<file path="src/rtl/pixel_stream_gen.sv">
// Deterministic frame source: after a settle delay it streams NUM_FRAMES IMG_W x IMG_H frames
// with sof/eol/eof markers. Define PIXEL_STREAM_GEN_LFSR_EN for LFSR pixel data instead of a ramp.
module pixel_stream_gen #(
    parameter int DATA_W      = 8,
    parameter int IMG_W       = 28,
    parameter int IMG_H       = 28,
    parameter int START_DELAY = 16,
    parameter int NUM_FRAMES  = 1
) (
    input  logic                              clk_i,
    input  logic                              rst_i,
    input  logic                              start_i,
    output logic [DATA_W-1:0]                 data_o,
    output logic                              valid_o,
    input  logic                              ready_i,
    output logic                              sof_o,
    output logic                              eol_o,
    output logic                              eof_o,
    output logic                              busy_o,
    output logic                              done_o,
    output logic [$clog2(NUM_FRAMES+1)-1:0]   frame_idx_o
);
    localparam int COL_W = $clog2(IMG_W);
    localparam int ROW_W = $clog2(IMG_H);
    localparam int FRM_W = $clog2(NUM_FRAMES + 1);
    localparam int DLY_W = $clog2(START_DELAY + 1);

    localparam logic [1:0] ST_IDLE   = 2'd0;
    localparam logic [1:0] ST_WAIT   = 2'd1;
    localparam logic [1:0] ST_STREAM = 2'd2;

    // Handshake: a pixel moves on a rising edge where valid_o && ready_i; while valid_o is
    // high and ready_i low, data and markers hold because the counters only move on a transfer.
    logic [1:0]       state;
    logic [COL_W-1:0] col;
    logic [ROW_W-1:0] row;
    logic [DLY_W-1:0] dly_cnt;
    logic [DATA_W-1:0] pixel;
    logic             xfer;
    logic             start_ok;
    logic             last_col;
    logic             last_row;
    logic             last_frame;

    assign valid_o  = (state == ST_STREAM);
    assign busy_o   = (state == ST_WAIT) || (state == ST_STREAM);
    assign xfer     = valid_o && ready_i;
    // A start that coincides with the done pulse belongs to the run that just ended.
    assign start_ok = (state == ST_IDLE) && start_i && !done_o;

    assign last_col   = (col == COL_W'(IMG_W - 1));
    assign last_row   = (row == ROW_W'(IMG_H - 1));
    assign last_frame = (frame_idx_o == FRM_W'(NUM_FRAMES - 1));

    always_ff @(posedge clk_i) begin
        if (rst_i) begin
            state       <= ST_IDLE;
            col         <= '0;
            row         <= '0;
            frame_idx_o <= '0;
            dly_cnt     <= '0;
            done_o      <= 1'b0;
        end else begin
            done_o <= 1'b0;
            case (state)
                ST_IDLE: begin
                    if (start_ok) begin
                        state       <= ST_WAIT;
                        dly_cnt     <= '0;
                        col         <= '0;
                        row         <= '0;
                        frame_idx_o <= '0;
                    end
                end
                ST_WAIT: begin
                    if (dly_cnt == DLY_W'(START_DELAY - 1)) begin
                        state <= ST_STREAM;
                    end else begin
                        dly_cnt <= dly_cnt + 1'b1;
                    end
                end
                ST_STREAM: begin
                    if (xfer) begin
                        if (last_col) begin
                            col <= '0;
                            if (last_row) begin
                                row <= '0;
                                // frame_idx_o keeps the final frame number while idle.
                                if (last_frame) begin
                                    state  <= ST_IDLE;
                                    done_o <= 1'b1;
                                end else begin
                                    frame_idx_o <= frame_idx_o + 1'b1;
                                end
                            end else begin
                                row <= row + 1'b1;
                            end
                        end else begin
                            col <= col + 1'b1;
                        end
                    end
                end
                default: state <= ST_IDLE;
            endcase
        end
    end

`ifdef PIXEL_STREAM_GEN_LFSR_EN
    localparam logic [15:0] LFSR_SEED = 16'hACE1;

    logic [15:0] lfsr;
    logic        lfsr_fb;

    // Taps for x^16 + x^14 + x^13 + x^11 + 1 in a right-shifting register.
    assign lfsr_fb = lfsr[0] ^ lfsr[2] ^ lfsr[3] ^ lfsr[5];

    always_ff @(posedge clk_i) begin
        if (rst_i) begin
            lfsr <= LFSR_SEED;
        end else if (start_ok) begin
            lfsr <= LFSR_SEED;
        end else if (xfer) begin
            lfsr <= {lfsr_fb, lfsr[15:1]};
        end
    end

    assign pixel = lfsr[DATA_W-1:0];
`else
    assign pixel = DATA_W'(32'(row) * 32'(IMG_W) + 32'(col) + 32'(frame_idx_o));
`endif

    assign data_o = valid_o ? pixel : '0;
    assign sof_o  = valid_o && (row == '0) && (col == '0);
    assign eol_o  = valid_o && last_col;
    assign eof_o  = valid_o && last_col && last_row;

endmodule

</file>
<file path="config.mk">
export PLATFORM = sky130hd
export DESIGN_NAME = pixel_stream_gen
export DESIGN_NICKNAME = d
export VERILOG_FILES = /design/src/rtl/pixel_stream_gen.sv
export SDC_FILE = /design/constraint.sdc
export NUM_CORES = 1
export LEC_CHECK = 0
export ABC_AREA = 1
export CAP_MARGIN = 20
export CORE_MARGIN = 2
export CORE_UTILIZATION = 52
export CTS_BUF_LIST = sky130_fd_sc_hd__clkbuf_8
export DETAILED_ROUTE_END_ITERATION = 7
export PLACE_DENSITY = 0.79
export SLEW_MARGIN = 20
export SYNTH_ARGS = -nofsm -noshare
export SYNTH_HDL_FRONTEND = slang
export SYNTH_SLANG_ARGS = --single-unit
</file>
<file path="constraint.sdc">
create_clock -name clk_i -period 2.21 [get_ports clk_i]
set_clock_uncertainty 0.05 [all_clocks]
set_input_delay 0.3315 -clock clk_i [delete_from_list [all_inputs] [get_ports clk_i]]
set_output_delay 0.3315 -clock clk_i [all_outputs]
set_load 0.02 [all_outputs]
</file>
==> results_dict.tcl <==
set metrics [dict create \
    p_switching_uw 675 \
    core_um2 2730 \
    status "finished, violations left" \
    syn_to_final_growth_pct 37.3 \
    switching_share_pct 44.4 \
    syn_area_um2 1480 \
    cts-root-buf "clkbuf_8" \
    p_clk_share_pct 15.3 \
    layout-drive-gt1-share_pct 24.7 \
    fin_total_pwr_mw 1.52 \
    power_frac_seq_pct 26.1 \
    crit_type "reg2out" \
    period_minus_slack_ns 2.69 \
    powerDensity_nw_per_um2 749 \
    cts_tree "done" \
    utilization_pct 74.3 \
    worst-path-stages 7 \
    ys_ff_latch 18 \
    rrSetupSlack_ns 0.49 \
    die_w_um 57.3 \
    cp_max_fo 4 \
    grt_first_pass_wirelength_um 5740 \
    critPathTopFamily "adder cells" \
    timing.final.crit_share_pct 122 \
    setup_viol 4 \
    ys_warn_count 0 \
    ant_nets 0 \
    dp.cells 287 \
    wl_per_cell_um 11.3 \
    dieArea_um2 3290 \
    hold-path-endpoint "dly_cnt[3]" \
    cts.clk_slew.worst_paths_ns 0.07 \
    grt_usage_pct 22.1 \
    p_leak_nw 0.985 \
    cp.buffers_inverters 1 \
    slew_viol_final 0 \
    antennaDiodeCount 0 \
    via_per_inst 5.02 \
    drt_iter0_markers 32 \
    pwr-share-comb_pct 58.6 \
    grt_max_degree 11 \
    syn-num-nets 247 \
    antenna_found_initial 0 \
    io_pins 19 \
    synthesis.instances 218 \
    crit_path_start_kind "flop" \
    fin_cells 294 \
    worstPathCellList "fa_1, ha_2, fa_2, o21ai_2, xor2_1, nor2_2, buf_6" \
    timing.hold.ws_ns 0.427 \
    worstHoldPathCells 2 \
    hold_buffers 0 \
    cts_max_level 1 \
    fp.dieH_um 57.3 \
    cpMaxStageDelayCell "fa_2" \
    vias 1476 \
    violations "negative setup slack" \
    final_area_um2 2030 \
    portBuffers 17 \
    max_freq_ghz 0.372 \
    grt_pass1_vias 1357 \
    worstSkewPairLatency_ns 0.25 \
    globalplace.congestion 0.886 \
    regToRegEndpoint "dly_cnt[3]" \
    final_hold_viol_count 0 \
    setup_tns_ns -1.77 \
    first_pass_iters 4 \
    p_int_uw 846 \
    ys_types 19 \
    max_stage_delay_ns 0.59 \
    start_util_pct 54.1 \
    nets 293 \
    clock_sinks 18 \
    setup_ws_ns -0.476 \
    rsz0062_at_grt "yes" \
    arrival_ns 2.30 \
    dp_slack_ns -0.750 \
    vdd_drop_max_mv 0.874 \
    ff2ff_path_depth 12 \
    drc 0 \
    cts.path.max_buffers 2 \
    wl_um 3340 \
    max-cap-violations 0 \
    required_ns 1.83 \
    dpl-instance-area_um2 1870 \
    worst_setup_path_end_kind "output port" \
    syn_avg_cell_area_um2 6.78 \
    hpwl_um 2520 \
    final_common_cell "nand2_1" \
    grt_overflow 0 \
    num_rows 19 \
    r2r_start "dly_cnt[0]" \
    synth_seq_area_share_pct 24.4 \
    hp-class "reg2reg" \
    final_cell_mix "47 x nand2_1, 31 x inv_1, 29 x buf_4" \
    hp-start "dly_cnt[3]" \
    cts_buffers 3 \
]
-- tightest hold or removal path: cells and delay by family, from the launching register on --
family	cells	cell delay (ns)
buf+inv	1	0.07
compound gates	1	0.06
flops	1	0.31
-- flip-flops by register name (all words and copies together), names as in the netlist --
register  count
col           5
dly_cnt       5
done_o        1
row           5
state         2
-- synthesized netlist by cell type (all sizes together) --
| cell | instances | area share (%) |
|---|---|---|
| nand3b | 1 | 0.51 |
| nand2 | 51 | 13 |
| o21ai | 10 | 3.4 |
| a21oi | 11 | 3.7 |
| nand3 | 19 | 6.4 |
| nor3 | 5 | 1.7 |
| xor2 | 3 | 1.8 |
| ha | 19 | 16 |
| dfxtp | 18 | 24 |
| conb | 1 | 0.25 |
| nor2 | 34 | 9.0 |
| buf | 3 | 1.4 |
| inv | 33 | 8.4 |
| fa | 6 | 8.1 |
| nand4 | 4 | 1.7 |
-- power groups by stage --
stage / Clock (mW) / Combinational [mW] / Sequential (mW)
2_1_floorplan: 0 / 0.540 / 0.408
3_3_place_gp: 0 / 0.794 / 0.403
3_5_place_dp: 0 / 0.807 / 0.404
4_1_cts: 0.240 / 0.838 / 0.397
5_1_grt: 0.251 / 0.999 / 0.403
6_report: 0.233 / 0.891 / 0.397
-- area by class of cell --
| type | instances | area (µm²) |
|---|---|---|
| Fill cell | 223 | 703 |
| Multi-Input combinational cell | 164 | 1090 |
| Clock buffer | 3 | 41.3 |
| Tap cell | 31 | 38.8 |
| Clock inverter | 1 | 3.75 |
| Sequential cell | 18 | 369 |
| Inverter | 33 | 124 |
| Timing Repair Buffer | 44 | 359 |
-- cell families (layout without fill, tap and decap cells) --
group           after synthesis  in the layout  share of synthesized area (%)
simple gates                114            114                           32.6
compound gates               21             21                           7.11
fa+ha+maj                    25             25                           24.2
flops                        18             18                           24.4
other cells                   1              1                          0.254
buf+inv                      36             81                           9.73
xor+xnor                      3              3                           1.78
-- what timing repair did --
| action | CTS | global route |
|---|---|---|
| pin swaps | 5 | 6 |
| setup buffers | 2 | 1 |
| resized for setup | 43 | 13 |
| setup endpoints to repair | 11 | 10 |
-- worst max-delay path by stage --
| stage | start | endpoint | slack, ns |
|---|---|---|---|
| final | row[1] | data_o[6] | -0.48 |
| after global routing | row[1] | data_o[5] | -0.56 |
| after CTS | row[0] | data_o[6] | -0.48 |
| after detailed placement | row[0] | data_o[7] | -0.75 |
| after global placement | row[0] | data_o[7] | -0.71 |
| after floorplan | row[0] | data_o[6] | -0.17 |
-- per-layer routing --
metal	routed length (µm)	track usage [%]
met4	44	4.98
met3	114	4.76
met5	0	0
met2	1580	37.3
met1	1590	29.1
(Power assumes the default switching activity.)
==> edit: new RTL, config.mk and constraints unchanged <==
The option `PIXEL_STREAM_GEN_LFSR_EN` is turned on by a define.
--- a/src/rtl/pixel_stream_gen.sv
+++ b/src/rtl/pixel_stream_gen.sv
@@ -1,5 +1,7 @@
 // Deterministic frame source: after a settle delay it streams NUM_FRAMES IMG_W x IMG_H frames
 // with sof/eol/eof markers. Define PIXEL_STREAM_GEN_LFSR_EN for LFSR pixel data instead of a ramp.
+`define PIXEL_STREAM_GEN_LFSR_EN
+
 module pixel_stream_gen #(
     parameter int DATA_W      = 8,
     parameter int IMG_W       = 28,
Formal check against the unedited RTL: no difference found for any inputs over 10 cycles, from zero or initial values and one cycle with rst_i high; that may be too few to reach the edited logic, so the function may still have changed.
==> edit against the unedited design <==
- cell area increased by 6.5%
- synthesized cell count increased by 22%
- cell count increased by 13%
- total power increased by 57%
- largest cell class unchanged
- worst setup slack improved by 650 ps
- sequential cell count increased by 16
- wire length increased by 8.7%
- synthesized area increased by 23%
==> edit: results (changes against the unedited design) <==
metric	value	unit	change
cts_buffers	5		+2
met1_usage	0.256		-0.0354
grtUsageMet3	0.0607		+0.0131
wl_per_cell	10.9	microns	-4.0%
grt_max_degree	18		+7
syn_nets	280		+13%
fillers	319		+43%
path_max_fanout	3		-1
r2r_end	row[1]		
final_nets	301		+2.7%
worst_ep_arrival_time	1650	ps	-650 ps
stdcell_count	333		+13%
r2r-start	state[0]		
clk_latency	290	ps	+40 ps
synthCells	265		+22%
placedInstanceArea	2030	sq um	+8.8%
grtUsageMet2	0.347		-0.0257
place_congestion	0.826		-6.7%
yosysUniqueCellTypes	25		+6
swShare	0.378		-0.0655
cpMaxStageDelayCell	dfxtp_1		
grtUsageTotal	0.209		-0.0113
h-tree-depth	2		+1
reg2reg_depth	9		-3
cp_slowest_stage_delay	350	ps	-240 ps
hpwl	2.64	mm	+4.5%
worstHoldStart	lfsr[9]		
yosys-top-cells-count	70 x nand2_1, 38 x inv_1, 34 x dfxtp_1		
yosys-top-cells-area	dfxtp_1 37%, nand2_1 14%, inv_1 7.8%, ha_1 7.6%, nor2_1 6.4%		
ir_drop	0.479	mV	-45%
whs_endpoint	lfsr[8]		
drt_iter0_drc	70		+120%
grt_pass1_vias	1536		+13%
drive_gt1_frac	0.0906		-0.157
syn_to_final_growth	18.9	%	
grt_pass1_wl	6.65	mm	+16%
ff2ff_setup_slack	430	ps	-60 ps
status	finished, final reports clean		
-- edit: cell count changes after synthesis, sizes merged, moves of 2 or more --
| cell | unedited run | this run |
|---|---|---|
| ha | 19 | 11 |
| dfxtp | 18 | 34 |
| fa | 6 | 0 |
| nand3 | 19 | 16 |
| nand2 | 51 | 77 |
| nor3 | 5 | 2 |
| inv | 33 | 41 |
| buf | 3 | 7 |
| a21oi | 11 | 21 |
| o21ai | 10 | 12 |
-- edit: kinds of logic after synthesis --
family / synth area share
xor+xnor: 0.0144
buf+inv: 0.113
fa+ha+maj: 0.0757
flops: 0.374
simple gates: 0.319
other cells: 0.00206
compound gates: 0.101
-- edit: layer usage --
layer	share of wire	vias up	wire length, microns
li1	-	858	-
met1	0.46	729	1650
met2	0.49	28	1780
met3	0.037	8	135
met4	0.018	0	65
met5	0	-	0
-- edit: layout make-up --
cell class | instances | area share
multi-input cells | 182 | 0.431
clock inverters | 3 | 0.0318
clock buffers | 5 | 0.0318
repair buffers | 22 | 0.0931
flip-flops and latches | 34 | 0.315
well taps | 46 | 0.0266
inverters | 41 | 0.0711
-- edit: what timing repair did --
item,in CTS,in global routing
resized for setup,12,2
hold endpoints to repair,0,0
endpoints found under the setup margin,12,2
-- edit: tightest hold or removal path: cells and delay by family (launching register included) --
family / cells / cell delay, ps
flops: 1 / 310
simple gates: 1 / 60
compound gates: 1 / 50
-- edit: metrics by stage --
stage,power (mW),setup WS (ps),hold WS [ps]
global placement,1.70,200,401
finish,2.38,174,414
CTS,2.41,35.9,411
global route,2.57,1.10,432
floorplan,1.52,120,351
detailed placement,1.72,177,405
-- edit: power by group through the flow --
stage | sequential, mW | combinational [mW] | clock [mW]
after detailed placement | 0.774 | 0.951 | 0
after global placement | 0.769 | 0.935 | 0
after floorplan | 0.758 | 0.762 | 0
after CTS | 0.761 | 0.941 | 0.710
final | 0.762 | 0.928 | 0.691
after global routing | 0.774 | 1.06 | 0.737
-- edit: worst max-delay path by stage --
stage                     cells after the start      from  slack [ps]      end
final                                         8    col[0]         170    eof_o
after detailed placement                      8    col[0]         180    eof_o
after CTS                                     4  state[0]          40  valid_o
after global routing                          8    col[0]           1    eof_o
after floorplan                               7  state[0]         120    eof_o
after global placement                        8    col[0]         200    eof_o
